$ cat config.mk
export PLATFORM = sky130hd
export DESIGN_NAME = voice_allocator
export DESIGN_NICKNAME = d
export VERILOG_FILES = /design/src/rtl/voice_allocator.sv
export SDC_FILE = /design/constraint.sdc
export NUM_CORES = 2
export LEC_CHECK = 0
export CAP_MARGIN = 40
export CORE_AREA = 4 4 431 433
export DETAILED_ROUTE_END_ITERATION = 16
export DIE_AREA = 0 0 435 437
export MAX_ROUTING_LAYER = met4
export PLACE_DENSITY = 0.49
export REMOVE_ABC_BUFFERS = 1
export SLEW_MARGIN = 20
export SYNTH_ARGS = -nofsm -noshare
export SYNTH_HDL_FRONTEND = slang
export SYNTH_SLANG_ARGS = --single-unit
$ cat constraint.sdc
create_clock -name clk_in -period 46.1 [get_ports clk_in]
set_input_delay 11.525 -clock clk_in [delete_from_list [all_inputs] [get_ports clk_in]]
set_output_delay 11.525 -clock clk_in [all_outputs]
set_load 0.05 [all_outputs]
$ cat src/rtl/voice_allocator.sv
// voice_allocator
//   Scans note gates one group of NOTES_PER_GROUP notes per clock and packs
//   up to NUM_VOICES gated notes into voice slots, lowest note index first.
//   A frame is NUM_GROUPS scan cycles followed by one commit cycle. The commit
//   publishes an atomic snapshot of the allocation and pulses frame_valid.
//
// Ports
//   clk_in            system clock
//   rst_in            synchronous active-low reset
//   phase_in          per-note phase accumulator value
//   gate_in           per-note key-down
//   addr_out          per-note wavetable address (0 for ungated/dropped notes)
//   voice_addr_out    wavetable address per voice slot (snapshot)
//   active_voices_idx note index per voice slot, all-ones when unused (snapshot)
//   active_voices     notes currently holding a voice (snapshot)
//   num_voices        number of voices in use (snapshot)
//   frame_valid       one-cycle pulse when a new snapshot is published
//
// Optional feature: define VOICE_ALLOC_DROP_COUNT_EN to add
//   dropped_count     gated notes without a free voice last frame (saturates at 255)
//   overflow          high when the published dropped_count is non-zero
module voice_allocator #(
  parameter  int unsigned NUM_NOTES       = 24,
  parameter  int unsigned NUM_VOICES      = 8,
  parameter  int unsigned NOTES_PER_GROUP = 8,
  parameter  int unsigned PHASE_WIDTH     = 32,
  parameter  int unsigned ADDR_WIDTH      = 8,
  localparam int unsigned NOTE_IDX_WIDTH  = $clog2(NUM_NOTES),
  localparam int unsigned VOICE_CNT_WIDTH = $clog2(NUM_VOICES + 1)
) (
  input  logic                                       clk_in,
  input  logic                                       rst_in,
  input  logic [NUM_NOTES-1:0][PHASE_WIDTH-1:0]      phase_in,
  input  logic [NUM_NOTES-1:0]                       gate_in,
  output logic [NUM_NOTES-1:0][ADDR_WIDTH-1:0]       addr_out,
  output logic [NUM_VOICES-1:0][ADDR_WIDTH-1:0]      voice_addr_out,
  output logic [NUM_VOICES-1:0][NOTE_IDX_WIDTH-1:0]  active_voices_idx,
  output logic [NUM_NOTES-1:0]                       active_voices,
  output logic [VOICE_CNT_WIDTH-1:0]                 num_voices,
`ifdef VOICE_ALLOC_DROP_COUNT_EN
  output logic [7:0]                                 dropped_count,
  output logic [0:0]                                 overflow,
`endif
  output logic                                       frame_valid
);

  localparam int unsigned NUM_GROUPS = (NUM_NOTES + NOTES_PER_GROUP - 1) / NOTES_PER_GROUP;
  localparam int unsigned SCAN_WIDTH = $clog2(NUM_GROUPS + 1);
  localparam logic [SCAN_WIDTH-1:0]      COMMIT_CNT = SCAN_WIDTH'(NUM_GROUPS);
  localparam logic [VOICE_CNT_WIDTH-1:0] MAX_VOICES = VOICE_CNT_WIDTH'(NUM_VOICES);

  // Scan counter: 0..NUM_GROUPS-1 scan a group, NUM_GROUPS commits.
  logic [SCAN_WIDTH-1:0] scan_q, scan_d;

  // Working (in-progress frame) state.
  logic [VOICE_CNT_WIDTH-1:0]                wk_cnt_q,    wk_cnt_d;
  logic [NUM_NOTES-1:0]                      wk_active_q, wk_active_d;
  logic [NUM_VOICES-1:0][NOTE_IDX_WIDTH-1:0] wk_idx_q,    wk_idx_d;
  logic [NUM_VOICES-1:0][ADDR_WIDTH-1:0]     wk_vaddr_q,  wk_vaddr_d;

  // Per-note address and published snapshot.
  logic [NUM_NOTES-1:0][ADDR_WIDTH-1:0]      addr_q,        addr_d;
  logic [VOICE_CNT_WIDTH-1:0]                snap_cnt_q,    snap_cnt_d;
  logic [NUM_NOTES-1:0]                      snap_active_q, snap_active_d;
  logic [NUM_VOICES-1:0][NOTE_IDX_WIDTH-1:0] snap_idx_q,    snap_idx_d;
  logic [NUM_VOICES-1:0][ADDR_WIDTH-1:0]     snap_vaddr_q,  snap_vaddr_d;
  logic                                      frame_valid_q, frame_valid_d;

`ifdef VOICE_ALLOC_DROP_COUNT_EN
  logic [7:0] wk_drop_q,   wk_drop_d;
  logic [7:0] snap_drop_q, snap_drop_d;
`endif

  // Only the top ADDR_WIDTH bits of each phase address the wavetable.
  logic unused_phase_bits;
  assign unused_phase_bits = ^phase_in;

  always_comb begin
    scan_d        = (scan_q == COMMIT_CNT) ? '0 : scan_q + 1'b1;
    wk_cnt_d      = wk_cnt_q;
    wk_active_d   = wk_active_q;
    wk_idx_d      = wk_idx_q;
    wk_vaddr_d    = wk_vaddr_q;
    addr_d        = addr_q;
    snap_cnt_d    = snap_cnt_q;
    snap_active_d = snap_active_q;
    snap_idx_d    = snap_idx_q;
    snap_vaddr_d  = snap_vaddr_q;
    frame_valid_d = 1'b0;
`ifdef VOICE_ALLOC_DROP_COUNT_EN
    wk_drop_d     = wk_drop_q;
    snap_drop_d   = snap_drop_q;
`endif

    if (scan_q == COMMIT_CNT) begin
      snap_cnt_d    = wk_cnt_q;
      snap_active_d = wk_active_q;
      snap_idx_d    = wk_idx_q;
      snap_vaddr_d  = wk_vaddr_q;
      frame_valid_d = 1'b1;
      wk_cnt_d      = '0;
      wk_active_d   = '0;
      wk_idx_d      = '1;
      wk_vaddr_d    = '0;
`ifdef VOICE_ALLOC_DROP_COUNT_EN
      snap_drop_d   = wk_drop_q;
      wk_drop_d     = '0;
`endif
    end else begin
      // wk_cnt_d is the running slot pointer; walking notes in ascending
      // order within the group gives lowest-index-first allocation.
      for (int unsigned n = 0; n < NUM_NOTES; n++) begin
        if (SCAN_WIDTH'(n / NOTES_PER_GROUP) == scan_q) begin
          if (gate_in[n] && (wk_cnt_d < MAX_VOICES)) begin
            wk_active_d[n] = 1'b1;
            for (int unsigned s = 0; s < NUM_VOICES; s++) begin
              if (VOICE_CNT_WIDTH'(s) == wk_cnt_d) begin
                wk_idx_d[s]   = NOTE_IDX_WIDTH'(n);
                wk_vaddr_d[s] = phase_in[n][PHASE_WIDTH-1 -: ADDR_WIDTH];
              end
            end
            wk_cnt_d  = wk_cnt_d + 1'b1;
            addr_d[n] = phase_in[n][PHASE_WIDTH-1 -: ADDR_WIDTH];
          end else begin
            addr_d[n] = '0;
`ifdef VOICE_ALLOC_DROP_COUNT_EN
            if (gate_in[n] && (wk_drop_d != 8'hFF)) begin
              wk_drop_d = wk_drop_d + 8'd1;
            end
`endif
          end
        end
      end
    end
  end

  always_ff @(posedge clk_in) begin
    if (!rst_in) begin
      scan_q        <= '0;
      wk_cnt_q      <= '0;
      wk_active_q   <= '0;
      wk_idx_q      <= '1;
      wk_vaddr_q    <= '0;
      addr_q        <= '0;
      snap_cnt_q    <= '0;
      snap_active_q <= '0;
      snap_idx_q    <= '1;
      snap_vaddr_q  <= '0;
      frame_valid_q <= 1'b0;
`ifdef VOICE_ALLOC_DROP_COUNT_EN
      wk_drop_q     <= '0;
      snap_drop_q   <= '0;
`endif
    end else begin
      scan_q        <= scan_d;
      wk_cnt_q      <= wk_cnt_d;
      wk_active_q   <= wk_active_d;
      wk_idx_q      <= wk_idx_d;
      wk_vaddr_q    <= wk_vaddr_d;
      addr_q        <= addr_d;
      snap_cnt_q    <= snap_cnt_d;
      snap_active_q <= snap_active_d;
      snap_idx_q    <= snap_idx_d;
      snap_vaddr_q  <= snap_vaddr_d;
      frame_valid_q <= frame_valid_d;
`ifdef VOICE_ALLOC_DROP_COUNT_EN
      wk_drop_q     <= wk_drop_d;
      snap_drop_q   <= snap_drop_d;
`endif
    end
  end

  assign addr_out          = addr_q;
  assign voice_addr_out    = snap_vaddr_q;
  assign active_voices_idx = snap_idx_q;
  assign active_voices     = snap_active_q;
  assign num_voices        = snap_cnt_q;
  assign frame_valid       = frame_valid_q;
`ifdef VOICE_ALLOC_DROP_COUNT_EN
  assign dropped_count     = snap_drop_q;
  assign overflow          = (snap_drop_q != 8'd0);
`endif

endmodule

Word-level counts from Yosys, hierarchy flattened
Index checks and enable logic that the tools add are counted.
{ "totals": {"regBits": 459, "input_bits": 794, "out_inout_bits": 325, "elab_cells": 980} }
{ "classes": {"addsub": 25, "n_lt_le_gt_ge": 24, "n_eq_ne": 171, "n_mux": 596, "bitwise_logic": 2, "reduce_logical": 77} }
{ "op_table": {"columns": ["op", "n"], "rows": [
  ["$mux 64", 58],
  ["$mux 40", 58],
  ["$mux 8", 216],
  ["$mux 5", 192],
  ["$eq 3x4->1 const A", 96],
  ["$mux 4", 71],
  ["$eq 2x4->1 const A", 48],
  ["$add 4x1->4 const B", 24],
  ["$eq 1x4->1 const A", 24],
  ["$logic_not 4->1", 24],
  ["$lt 4x4->1 const B", 24],
  ["$reduce_and 2->1", 27],
  ["$logic_and 1x1->1", 24],
  ["$add 2x1->2 const B", 1],
  ["$eq 1x2->1 const A", 1],
  ["$eq 2x2->1 const A", 1],
  ["$eq 2x2->1 const B", 1],
  ["$logic_not 2->1", 1],
  ["$not 1->1", 2],
  ["$reduce_or 2->1", 1],
  ["$mux 1", 1]
]} }

Depth between registers and ports, before layout
{ "logic_depth": {"depth_word": 119, "depth_mapped": 80, "ltp_nobuf": 76} }

Worst setup path after synthesis
OpenSTA, ideal clock, no wires.
{ "synth_timing": {"path_kind": "input -> register", "start": "input gate_in[0]", "end": "register wk_idx_q[4] in the netlist's numbering", "setup_time_ns": 0.134, "t_arrival_ns": 26.757, "t_required_ns": 45.966, "setup_slack_ns": 19.209, "cell_stages": 72, "n_path_buf": 3, "path_cell_list": "buf_4 -> and3b_1 -> xnor2_2 -> inv_1 -> ha_1 -> mux2i_1 -> inv_1 -> ha_1 -> o2111ai_1 -> a31oi_2 -> xor2_2 -> o221a_2 -> a21oi_1 -> clkbuf_1 -> nand2_1 -> o21ai_0 -> ha_1 -> nand2_1 -> [... 36 more ...] -> nand3_1 -> nor3_1 -> o211ai_1 -> nand2_1 -> o31a_1 -> nor4b_2 -> mux2_2 -> ha_1 -> mux2_2 -> ha_1 -> nand2_1 -> o21ai_0 -> inv_1 -> ha_1 -> nand3_1 -> a21o_1 -> nor2_1 -> or4_1"} }
{ "synth_between": {"elab_chain_len": 118, "word_cells_on_any_way": 242, "cone_classes": "22 x add/sub; 23 x order compare; 150 x mux; 47 x reduce/logical"} }
{ "synth_rtl": {"columns": ["item", "line", "rtl"], "rows": [
  ["start: declaration", "34", "input logic [NUM_NOTES-1:0] gate_in,"],
  ["$logic_and 1x1->1 (*)", "114", "if (gate_in[n] && (wk_cnt_d < MAX_VOICES)) begin"],
  ["$mux 4", "114", null],
  ["$mux 4", "113", "if (SCAN_WIDTH'(n / NOTES_PER_GROUP) == scan_q) begin"],
  ["$mux 4", "95", "if (scan_q == COMMIT_CNT) begin"],
  ["$lt 4x4->1", "114", null],
  ["$logic_and 1x1->1", "114", null],
  ["$mux 4", "114", null],
  ["$mux 4", "113", null],
  ["[... 102 more ...]", null, null],
  ["$logic_and 1x1->1", "114", null],
  ["$mux 4", "114", null],
  ["$mux 4", "113", null],
  ["$mux 4", "95", null],
  ["$lt 4x4->1 or $logic_not 4->1 (tied branches)", "114, 117", null],
  ["$logic_and 1x1->1 or $mux 5 (tied branches)", "114, 117", null],
  ["$mux 40", "114", null],
  ["$mux 40 (*)", "113", null],
  ["end signal: assignment", "158", "wk_idx_q <= wk_idx_d;"],
  ["end: declaration", "58", "logic [NUM_VOICES-1:0][NOTE_IDX_WIDTH-1:0] wk_idx_q, wk_idx_d;"]
]} }
Mark *: on every way between the ends. The rest lies on a longest branch, timed or not. The select of a mux whose other input is x is not followed.
A chain may end at the register's enable or synchronous reset.

Worst setup path in the final report
{ "layout_timing": {"start": "input gate_in[0]", "end": "register wk_vaddr_q[54] in the netlist's numbering"} }
{ "layout_between": {"elab_chain_len": 118, "word_cells_on_any_way": 242, "cone_classes": "22 x add/sub; 23 x order compare; 23 x eq/ne; 150 x mux; 24 x reduce/logical"} }
{ "layout_rtl": {"columns": ["item", "line", "rtl"], "rows": [
  ["$logic_and 1x1->1 (*)", "114", null],
  ["$mux 4", "114", null],
  ["$mux 4", "113", null],
  ["$mux 4", "95", null],
  ["$lt 4x4->1", "114", null],
  ["$logic_and 1x1->1", "114", null],
  ["$mux 4", "114", null],
  ["$mux 4", "113", null],
  ["[... 102 more ...]", null, null],
  ["$logic_and 1x1->1", "114", null],
  ["$mux 4", "114", null],
  ["$mux 4", "113", null],
  ["$mux 4", "95", null],
  ["$lt 4x4->1 or $eq 3x4->1 (tied branches)", "114, 117", null],
  ["$logic_and 1x1->1 or $mux 8 (tied branches)", "114, 117", null],
  ["$mux 64", "114", null],
  ["$mux 64 (*)", "113", null],
  ["end signal: assignment", "159", "wk_vaddr_q <= wk_vaddr_d;"],
  ["end: declaration", "59", "logic [NUM_VOICES-1:0][ADDR_WIDTH-1:0] wk_vaddr_q, wk_vaddr_d;"]
]} }
Marks and branches as above.

==> flow_summary.ini <==
[power]
peakVddDrop_uv = 109
power_mw = 4.67
power.density_nw_per_um2 = 93.9
p_leak_nw = 18.6

[global_route]
grt_use_total = 0.239
grt_pass1_vias = 41500
grt_first_pass_wirelength_um = 322000
grt-ovfl-total = 0
antenna_found_initial = 28
grt_max_degree = 170

[yosys]
netlist_instances = 5646
synth-edff-count = 0
synth_area_leader_cell = dfxtp_1
netlist_top_cells_area = dfxtp_1 (23%), mux2i_1 (9.7%), a211oi_1 (6.9%), a21oi_1 (6.8%), nor2_1 (6.4%)
yosysSeqAreaShare = 0.228
yosys.cell_count.top_type = nor2_1
synthTopCellsByCount = nor2_1 (683), a21oi_1 (550), nand2_1 (523)
yosys_register_bits = 459
syn-cell-area_um2 = 40200
ys_warn_count = 0
yosys_most_used_dff = dfxtp_1
yosysTopAreaCellShare = 0.228
synth_cell_types = 116
postSynth.asyncResetShare = 0
postSynthAreaPerCell_um2 = 7.13

[setup_path]
reg2reg_slack_ps = 24710
r2r_start = scan_q[0]
reg2regPathDepth = 75
critPathLaunch = gate_in[0]
path_max_fanout = 18
critical_path.endpoint = wk_vaddr_q[54]
cp-end-kind = flop
cp_common_cell = ha_1
worstPathRequired_ps = 46680
critPathLaunchType = input pin
timing.rr.end = wk_vaddr_q[54]
crit_path_top_delay_cell = or3_1
slowest_delay_ps = 850
critPathKind = input pin to flop
critical_path_arrival_ps = 32390

[clock_tree]
cts_tree = built
clk_latency_ps = 750
numCtsBuffers = 59
clkTransAtPathRegs_ps = 60
ctsResizeCount = 0
cts_root_buf = clkbuf_16
clock_path_buffers = 3
htreeDepth = 2
clkSinkCount = 459
post-cts-setup-buffers = 0
holdBufCountCts = 0

[timing]
skew_ps = 94.2
min_period_ps = 31810
setup-tns-final_ps = 0
setup_viol = 0
min_period_over_period = 0.690
holdWs_ps = 471
worstMarginPinSlew_ps = 936
slew_viol_final = 0
rsz0062_at_grt = false
fmax_mhz = 31.4
slew_headroom = 0.370
hold_viol_final = 0

[die]
num_rows = 157
fp.dieW_um = 435
core_um2 = 182000
start_util = 0.221
dieHeight_um = 437
ioPinCount = 1119
dieArea_um2 = 190000

[flow_run]
max_cap_violations = 0

[finish]
fill_cells = 19900
drive_gt1_frac = 0.0684
area_growth_pct = 23.6
seqCellArea_um2 = 9190
fin_nets = 6650
instances_no_fill = 8216
multi_input_area_um2 = 28400

[placement]
routabilityCongestion = 0.989
dp.cells = 8062
hpwl_um = 187000
portBuffers = 542

[detailed_routing]
drc_errors = 0
routed_wl_um = 235000
vias = 45100
first_pass_iters = 6
wl_per_cell_um = 28.6
ant_nets = 0
drtIter0Drc = 5548
via_per_inst = 5.49

[outcome]
status = finished, final reports clean

[hold_path]
hold_depth = 2
hp-class = flop to flop
-- cells by family after synthesis --
logic type,synth area share
AO/OA/AOI/OAI,0.291
XOR/XNOR,0.0147
adder cells (fa/ha/maj),0.0314
buffers and inverters,0.0682
flip-flops,0.228
multiplexers,0.115
AND/OR/NAND/NOR,0.251
-- area by class of cell --
class	instances	share of cell area
clock buffer	71	0.0324
tap	2385	0.0600
antenna	26	0.00131
timing repair buffer	658	0.131
clock inverter	40	0.0112
sequential	459	0.185
inverter	105	0.00795
multi-input combinational	4472	0.572
-- stage by stage --
step | instance area [um^2] | utilization | worst slack, ps
floorplan | 37900 | - | 18220
global placement | 47000 | 0.258 | 13220
detailed placement | 47300 | 0.260 | 13720
CTS | 49500 | 0.272 | 14440
global route | 49700 | 0.273 | 13100
finish | 49700 | 0.273 | 14290
-- sequential cells by signal, summed over array words and instances (netlist names) --
name,cells
num_voices,4
wk_idx_q,40
addr_out,192
wk_active_q,24
active_voices_idx,40
wk_vaddr_q,64
voice_addr_out,64
frame_valid,1
scan_q,2
wk_cnt_q,4
active_voices,24
-- cells in the final DEF (no fill, tap or decap), types with 38 or more instances in the layout --
| cell | instances |
|---|---|
| a21oi_1 | 549 |
| mux2_2 | 55 |
| mux2i_1 | 392 |
| a21boi_0 | 60 |
| a211oi_1 | 371 |
| nand4_1 | 41 |
| nand2_1 | 523 |
| inv_1 | 91 |
| nand3_1 | 211 |
| buf_4 | 75 |
| clkdlybuf4s50_1 | 541 |
| nor2b_1 | 282 |
| o211ai_1 | 91 |
| nor3_1 | 109 |
| o21ai_0 | 179 |
| o41ai_1 | 38 |
| nor2_1 | 681 |
| a31oi_1 | 48 |
| a22oi_1 | 88 |
| ha_1 | 97 |
| and3_1 | 93 |
| clkbuf_16 | 59 |
| dfxtp_1 | 459 |
-- worst min path at each step --
stage	startpoint	end	slack [ps]
global route	wk_active_q[6]	wk_active_q[6]	490
detailed placement	active_voices_idx[21]	active_voices_idx[21]	460
global placement	wk_active_q[10]	wk_active_q[10]	450
finish	active_voices_idx[36]	active_voices_idx[36]	470
CTS	addr_out[90]	addr_out[90]	480
floorplan	scan_q[0]	scan_q[0]	430
-- routing by layer --
| layer | GRT usage | share of wire | routed length (um) |
|---|---|---|---|
| met1 | 0.302 | 0.42 | 99500 |
| met2 | 0.385 | 0.46 | 108000 |
| met3 | 0.0376 | 0.072 | 16900 |
| met4 | 0.0894 | 0.045 | 10700 |
| met5 | - | 0 | 0 |
-- report_power, final --
group          switching [mW]  total (mW)  internal [mW]
sequential             0.0573       0.507          0.449
combinational            2.48        3.64           1.16
clock                   0.216       0.519          0.303
total                    2.75        4.67           1.92
-- critical path, delay by kind of cell --
kind	cells	cell delay, ps
simple gates	20	4760
buf+inv	11	1930
compound gates	20	7470
fa+ha+maj	11	3400
mux	3	970
xor+xnor	8	2260
No activity file was read; power rests on OpenSTA's default activity.
==> RTL edit (same settings) <==
The option `VOICE_ALLOC_DROP_COUNT_EN` is turned on by a define.
--- a/src/rtl/voice_allocator.sv
+++ b/src/rtl/voice_allocator.sv
@@ -19,6 +19,8 @@
 // Optional feature: define VOICE_ALLOC_DROP_COUNT_EN to add
 //   dropped_count     gated notes without a free voice last frame (saturates at 255)
 //   overflow          high when the published dropped_count is non-zero
+`define VOICE_ALLOC_DROP_COUNT_EN
+
 module voice_allocator #(
   parameter  int unsigned NUM_NOTES       = 24,
   parameter  int unsigned NUM_VOICES      = 8,
New outputs: dropped_count and overflow. Function: not settled (the Yosys comparison gave no result); the edit may change what the design does.
==> RTL edit against the unedited design <==
- count of clock-buffer cells in the layout up 14
- die area did not move
- sequential share of layout area decreased by 1.9 points
- first-iteration DRC count increased by 12%
- wire length increased by 12%
- final area increased by 16%
- worst setup slack worse by 12 ns
- combinational power up 14%
- via count grew 18%
- sequential cell count grew 16
- total power up 11%
- synthesized area up 17%
- maximum frequency down 27%
- critical path depth is 67 higher
- largest cell class unchanged
==> RTL edit: results (changes against the unedited design) <==
cts_max_level: 2  # unchanged
p_leak_nw: 21.7  # +17%
ys_top_cells_by_area: "dfxtp_1 (20%), a211oi_1 (9.8%), mux2i_1 (9.1%), a21oi_1 (6.8%), nor2_1 (6.7%)"
reg2reg_from: "wk_drop_q[1]"
vdd_drop_max_uv: 47.9  # -56%
gr-usage-met1_pct: 35.0  # +4.8 points
worstPathMaxFanout: 10  # -8
drt-pass1-iter-count: 6  # unchanged
met3_usage_pct: 4.00  # +0.24 points
num_vias: 53100  # +18%
grt_max_degree: 102  # -40%
synth-compound-area-share_pct: 31.6  # +2.5 points
clockBufferDepth: 3  # unchanged
grt_pass1_wl_um: 368000  # +14%
gp_congestion: 1.00  # +1.2%
wl_per_cell_um: 28.1  # -1.8%
gr-usage-all-layers_pct: 27.0  # +3.1 points
async_flop_share_pct: 0  # unchanged
status: "completed"
ctsRootBufferMaster: "clkbuf_16"
finalClockSkew_ns: 0.0570  # -0.0372 ns
synthTopCellsByCount: "nor2_1 (849), nand2_1 (655), a21oi_1 (642), a211oi_1 (614), clkbuf_1 (580)"
muxShareOfSynthArea_pct: 9.73  # -1.8 points
drt_iter0_drc: 6201  # +12%
clkLatencyLatePin_ns: 0.74
hp-class: "reg -> reg"
crit_arrival_ns: 44.46  # +12.07 ns
synth_cell_types: 132  # +14%
r2r-end: "wk_drop_q[0]"
rr_worst_depth: 139  # +85%
antenna_found_initial: 34  # +21%
io_buffers: 551  # +1.7%
dp_slack_ns: 1.31  # -12.41 ns
yosysSeqAreaShare_pct: 20.1  # -2.7 points
synthXorXnorAreaFrac_pct: 2.56  # +1.1 points
ys_warn_count: 0  # unchanged
largest_reg_flops: 192  # unchanged
whs_path_depth: 2  # unchanged
use_met2_pct: 40.8  # +2.3 points
grt_pass1_vias: 49300  # +19%
path_delay_family: "compound AO/OA/AOI/OAI gates"
slowest_delay_ns: 0.55  # -0.30 ns
clk_pin_slew_ns: 0.07
nNetsFinal: 7860  # +18%
drive_gt1_share_pct: 7.51  # +0.67 points
hold_path_startpoint: "wk_active_q[2]"
hold-path-endpoint: "wk_active_q[2]"
regToRegSetupSlack_ns: 12.22  # -12.49 ns
tightest_slew_ns: 0.994  # +0.0576 ns
synth_fa_ha_area_share_pct: 3.28  # +0.14 points
cp_slowest_cell: "or4b_1"
post-dp-hpwl_um: 213000  # +14%
==> RTL edit: per-stage QoR <==
stage | total power [W] | hold WS, ns | utilization (%) | std cells | area [um^2]
6_report | 0.00519 | 0.453 | 31.6 | 9404 | 57500
5_1_grt | 0.00548 | 0.479 | 31.6 | 9401 | 57500
4_1_cts | 0.00508 | 0.453 | 31.4 | 9353 | 57200
3_5_place_dp | 0.00453 | 0.444 | 30.3 | 9244 | 55100
3_3_place_gp | 0.00451 | 0.441 | 30.0 | 9207 | 54700
2_1_floorplan | 0.00294 | 0.425 | - | 6084 | 44600
==> RTL edit: what timing repair did <==
item	4_1_cts	5_1_grt
setup buffers	0	2
setup endpoints to repair	0	8
resized for setup	0	7
hold buffers	0	0
==> RTL edit: kinds of logic (layout without fill, tap and decap cells) <==
logic type / Yosys count / count (layout)
simple gates: 2584 / 2584
buf+inv: 778 / 1008
flops: 475 / 475
compound gates: 2211 / 2211
fa+ha+maj: 124 / 124
xor+xnor: 133 / 133
mux: 455 / 455
other cells: 0 / 29
==> RTL edit: worst min-delay path, delay by kind of cell, from the launching register on <==
| kind | cells | cell delay, ns |
|---|---|---|
| flip-flops | 1 | 0.31 |
| buffers and inverters | 1 | 0.05 |
| AO/OA/AOI/OAI | 1 | 0.05 |
==> RTL edit: how the worst max path moves through the flow <==
stage	startpoint	cells past startpoint	slack, ns	end
2_1_floorplan	gate_in[0]	137	5.07	wk_drop_q[2]
4_1_cts	gate_in[0]	139	1.89	wk_drop_q[0]
3_3_place_gp	gate_in[0]	138	1.43	wk_drop_q[0]
3_5_place_dp	gate_in[0]	138	1.31	wk_drop_q[0]
5_1_grt	gate_in[0]	146	0.09	wk_drop_q[0]
6_report	gate_in[0]	140	2.29	wk_drop_q[0]
==> RTL edit: final cells by class <==
class                      instances  area, um^2
inverter                         102         387
antenna                           29        72.6
sequential                       475        9510
timing repair buffer             797        7630
fill                           19600      125000
clock buffer                      85        1710
clock inverter                    24         355
multi-input combinational       5507       34900
tap                             2385        2980
==> RTL edit: power breakdown <==
| part | switching, W | total [W] | internal [W] | leakage (nW) |
|---|---|---|---|---|
| clock network | 0.000212 | 0.000510 | 0.000298 | 1.01 |
| registers | 0.0000755 | 0.000542 | 0.000466 | 3.86 |
| logic | 0.00274 | 0.00414 | 0.00140 | 16.8 |
==> RTL edit: per-layer routing <==
metal  wire length [um]  part of all wire (%)  vias up
li1                   -                     -    25100
met2             115000                    44     2249
met1             115000                    44    25400
met4              16000                   6.1        0
met3              17800                   6.7      396
met5                  0                     0        -
